### src/rtl/regfile_fwd_sb.sv
`default_nettype none
// ============================================================================
// Module   : regfile_fwd_sb
// Desc     : ID-stage register file with prioritised bypass, load-use and
//            pending-write hazard detection, and a saturating stall counter.
// Revision : 1.0
// ============================================================================
module regfile_fwd_sb #(
    parameter int DW       = 32,
    parameter int AW       = 5,
    parameter int NUM_RD   = 2,
    parameter int NUM_FWD  = 3,
    parameter int ZERO_REG = 1
) (
    input  logic                            clk,
    input  logic                            rst,
    input  logic [NUM_RD*AW-1:0]            raddr,
    input  logic [NUM_RD-1:0]               re,
    output logic [NUM_RD*DW-1:0]            rdata,
    input  logic [NUM_FWD*(DW+AW+2)-1:0]    fwd_bus,
    input  logic                            we,
    input  logic [AW-1:0]                   waddr,
    input  logic [DW-1:0]                   wdata,
    input  logic                            sb_set,
    input  logic [AW-1:0]                   sb_set_addr,
    input  logic                            sb_clr,
    input  logic [AW-1:0]                   sb_clr_addr,
    output logic [NUM_RD-1:0]               hazard,
    output logic                            stall,
    output logic [31:0]                     stall_cnt
);

    localparam int c_DEPTH = 2**AW;
    localparam int c_FW    = DW + AW + 2;

    logic [DW-1:0]      r_mem [c_DEPTH];
    logic [c_DEPTH-1:0] r_pending;
    logic [31:0]        r_stall_cnt;

    logic               w_wr_en;
    logic               w_sb_set_en;
    logic [NUM_FWD-1:0] w_fwd_rdy;
    logic [NUM_FWD-1:0] w_fwd_we;
    logic [AW-1:0]      w_fwd_addr [NUM_FWD];
    logic [DW-1:0]      w_fwd_data [NUM_FWD];

    assign w_wr_en     = we && !((ZERO_REG != 0) && (waddr == '0));
    assign w_sb_set_en = sb_set && !((ZERO_REG != 0) && (sb_set_addr == '0));

    // Entry layout, MSB to LSB: {ready, we, waddr, data}
    generate
        for (genvar i = 0; i < NUM_FWD; i++) begin : g_fwd
            assign w_fwd_data[i] = fwd_bus[i*c_FW +: DW];
            assign w_fwd_addr[i] = fwd_bus[i*c_FW + DW +: AW];
            assign w_fwd_we[i]   = fwd_bus[i*c_FW + DW + AW];
            assign w_fwd_rdy[i]  = fwd_bus[i*c_FW + DW + AW + 1];
        end
    endgenerate

    generate
        for (genvar p = 0; p < NUM_RD; p++) begin : g_rd
            logic [AW-1:0] w_a;
            logic [DW-1:0] w_d;
            logic          w_h;
            logic          w_hit;

            assign w_a = raddr[p*AW +: AW];

            always_comb begin
                w_d   = r_mem[w_a];
                w_h   = re[p] && r_pending[w_a];
                w_hit = 1'b0;
                if ((ZERO_REG != 0) && (w_a == '0)) begin
                    w_d = '0;
                    w_h = 1'b0;
                end else begin
                    // Walk oldest to youngest so the youngest match is the one kept
                    for (int i = NUM_FWD - 1; i >= 0; i--) begin
                        if (w_fwd_we[i] && (w_fwd_addr[i] == w_a)) begin
                            w_hit = 1'b1;
                            w_d   = w_fwd_data[i];
                            w_h   = re[p] && !w_fwd_rdy[i];
                        end
                    end
                    if (!w_hit && we && (waddr == w_a)) begin
                        w_d = wdata;
                        w_h = 1'b0;
                    end
                end
            end

            assign rdata[p*DW +: DW] = w_d;
            assign hazard[p]         = w_h;
        end
    endgenerate

    assign stall     = |hazard;
    assign stall_cnt = r_stall_cnt;

    always_ff @(posedge clk or posedge rst) begin
        if (rst) begin
            for (int k = 0; k < c_DEPTH; k++) begin
                r_mem[k] <= '0;
            end
        end else if (w_wr_en) begin
            r_mem[waddr] <= wdata;
        end
    end

    // Set is applied after clear so a new producer wins on a same-address collision
    always_ff @(posedge clk or posedge rst) begin
        if (rst) begin
            r_pending <= '0;
        end else begin
            if (sb_clr) begin
                r_pending[sb_clr_addr] <= 1'b0;
            end
            if (w_sb_set_en) begin
                r_pending[sb_set_addr] <= 1'b1;
            end
        end
    end

    always_ff @(posedge clk or posedge rst) begin
        if (rst) begin
            r_stall_cnt <= '0;
        end else if (stall && (r_stall_cnt != 32'hFFFF_FFFF)) begin
            r_stall_cnt <= r_stall_cnt + 32'd1;
        end
    end

endmodule
`default_nettype wire

### config.mk
export PLATFORM = sky130hd
export DESIGN_NAME = regfile_fwd_sb
export DESIGN_NICKNAME = d
export VERILOG_FILES = /design/src/rtl/regfile_fwd_sb.sv
export SDC_FILE = /design/constraint.sdc
export NUM_CORES = 2
export LEC_CHECK = 0
export ABC_CLOCK_PERIOD_IN_PS = 33100
export BUFFER_PORTS_ARGS = -buffer_cell sky130_fd_sc_hd__buf_4
export CORE_UTILIZATION = 25
export DETAILED_ROUTE_END_ITERATION = 10
export HOLD_SLACK_MARGIN = 0.08
export PLACE_DENSITY_LB_ADDON = 0.12
export SETUP_SLACK_MARGIN = 0.2
export SLEW_MARGIN = 25
export SYNTH_ARGS = -nofsm -noshare
export SYNTH_HDL_FRONTEND = slang
export SYNTH_SLANG_ARGS = --single-unit
### constraint.sdc
create_clock -name clk -period 33.1 [get_ports clk]
set_clock_uncertainty 0.15 [all_clocks]
set_input_delay 4.965 -clock clk [delete_from_list [all_inputs] [get_ports clk]]
set_output_delay 4.965 -clock clk [all_outputs]
set_load 0.02 [all_outputs]
==> out/metrics.cfg <==
[synth]
synth_top_flop_cell = dfrtp_1
seq_area_frac_synth_pct = 45.3
synth-edff-count = 0
synthCells = 4040
ys_ff_latch = 1088
netlist_area_sq_um = 60000
synth-async-reset-ratio_pct = 100
avgSynthCellArea_sq_um = 14.9
synth_cell_type_count = 52
synth_nets = 4222
yosysWarnings = 0

[global_routing]
antenna_found_initial = 15
track_usage_pct = 20.3
grt_start_max_net_pins = 152
grt_pass1_vias = 40900
grt_pass1_wl_mm = 346
globalRouteOverflowTotal = 0

[drt]
drt-total-wl_mm = 246
firstDrtPassIters = 8
wl_per_cell_um = 33.4
drc = 46
drt-vias-per-instance = 5.33
vias = 39400
drt-initial-drc-count = 3103
drtAntennaViolNets = 0

[final_layout]
seq_area_sq_um = 27200
fin_nets = 4288
fin_cells = 7389
drive_above_1_share_pct = 54.6
fillers = 24000
multi_input_area_sq_um = 31300
syn_to_final_growth_pct = 16.9

[critical_path]
rr_startpoint = r_pending[31]
critPathKind = input pin to output port
endpoint_kind = output port
critPathArrivalTime_ps = 10400
start_kind = input pin
worstPathMaxFanout = 106
required_ps = 27990
worstReg2RegEnd = stall_cnt[1]
rrSetupSlack_ps = 29890
ff2ff_path_depth = 9

[clock_tree]
cts_sinks = 1088
cts_setup_buffers = 0
clockRootBuffer = clkbuf_16
clock_latency_ps = 800
cts-resized-gates = 0
clkSlewWorstSetupHoldPaths_ps = 50
cts_buffer_depth = 3
cts_max_level = 4
cts_tree = yes
cts_made_buffers = 143
postCtsHoldBufs = 0

[placed_design]
dp_hpwl_mm = 142
globalplace.congestion = 0.755
place_inst = 7127
pre_cts_ws_ps = 17440
io_buffers = 279

[min_path]
min_to = r_mem[1003]
holdPathStages = 0
min_from = r_mem[1003]
hold_class = flop to flop

[pwr]
p_int_uw = 3060
clkPwrFrac_pct = 36.9
p_comb_share_pct = 21.9
power.share.switching_pct = 28.7
p_seq_share_pct = 41.2
power.leakage_uw = 0.0290
p_sw_uw = 1230
vdd_drop_max_mv = 0.0577
powerDensity_nw_per_um2 = 61.0

[timing]
hold_viol = 0
slew_viol_final = 0
rsz0062_at_grt = false
period_minus_slack_ps = 15520
finalSetupViolCount = 0
worst_slew_pin_slew_ps = 1100
fmax_ghz = 0.0644
fin_ws_ps = 17580
slew_headroom_pct = 26.6
hold_ws_ps = 244
setup_tns_ps = 0
layout_worst_path_cycle_share_pct = 46.9

[floorplanning]
design.core.area_sq_um = 238000
dieArea_sq_um = 242000
die_h_um = 492
ios = 280
start_util_pct = 25.2
die_w_um = 492
row_count = 179

[job]
max-cap-violations = 0

[run_status]
status = finished, violations left
violations = DRC

Yosys cell counts, types with 41 or more instances:
cell      count  area [sq um]
mux4_2      645         14500
mux2_2      996         11200
nor3_1       47           235
mux2i_1      43           430
nor2_1       71           267
clkbuf_1    293          1100
dfrtp_1    1088         27200
nand2_1     118           443
o21ai_0     137           686
buf_2        82           410
xnor2_1      42           368
nand3_1      41           205
buf_1        68           255
a22oi_1      55           413
placed cells by master, fill, tap and decap left out, types with 36 or more instances in the layout:
cell and instances:
nand3_1 36, clkbuf_16 148, xnor2_1 42, nor3_1 45, o21ai_0 137, dfrtp_1 1088
clkbuf_8 38, buf_4 361, nor2_1 53, nand2_1 101, mux4_2 645, mux2_2 996
a21oi_1 37, a22oi_1 55, mux2i_1 43
critical path, stage by stage:
cell	delay, ps
buf_8	600
buf_4	730
buf_4	780
buf_12	640
mux4_2	410
mux4_2	490
mux2_2	280
nor4_1	750
or3_1	220
a21oi_1	60
buf_4	200
cells by family (layout without fill, tap and decap cells):
family          after synthesis  count (layout)  share of synthesized area, %
mux                        1684            1684                          43.6
compound gates              336             336                          3.50
simple gates                401             401                          3.40
xor+xnor                     69              69                          1.01
buf+inv                     461             637                          3.15
other cells                   0               6                             0
flops                      1088            1088                          45.3
fa+ha+maj                     1               1                        0.0208
power by group through the flow:
stage,clock network (uW),registers (uW),logic (uW)
floorplan,0,1730,685
global placement,0,1780,941
detailed placement,0,1780,951
CTS,1630,1760,955
global route,1680,1800,1010
finish,1580,1770,940
sequential cells by signal, summed over array words and instances (netlist names):
register and count:
r_pending 32, r_mem 1024, stall_cnt 32
metrics by stage:
step                      power [uW]  cell area, sq um  util, %
after floorplan                 2420             60000        -
after global placement          2720             65400     27.4
after detailed placement        2730             65400     27.5
after CTS                       4340             70200     29.4
after global routing            4480             70200     29.5
final                           4290             70200     29.5
area by class of cell:
type	count	area share, %
flip-flops and latches	1088	38.8
diodes	6	0.0214
clock inverters	36	0.561
multi-input cells	2491	44.6
clock buffers	219	6.18
repair buffers	376	4.19
well taps	3167	5.64
inverters	6	0.0374
metal layers:
layer  wire (um)  vias to the layer above  track usage, %
met4        5820                        2            5.17
li1            -                    15900               -
met2      116000                     1129            32.3
met5          13                        -               0
met3       11400                      290            3.09
met1      114000                    22000            28.9
how the worst max path moves through the flow:
| stage | end | from | slack, ps |
|---|---|---|---|
| floorplan | r_mem[0] | rst | 12980 |
| global placement | rdata[30] | raddr[1] | 17350 |
| detailed placement | rdata[30] | raddr[1] | 17440 |
| CTS | rdata[30] | raddr[1] | 17430 |
| global route | rdata[30] | raddr[1] | 17450 |
| finish | rdata[30] | raddr[1] | 17580 |
No activity file was read; power rests on OpenSTA's default activity.
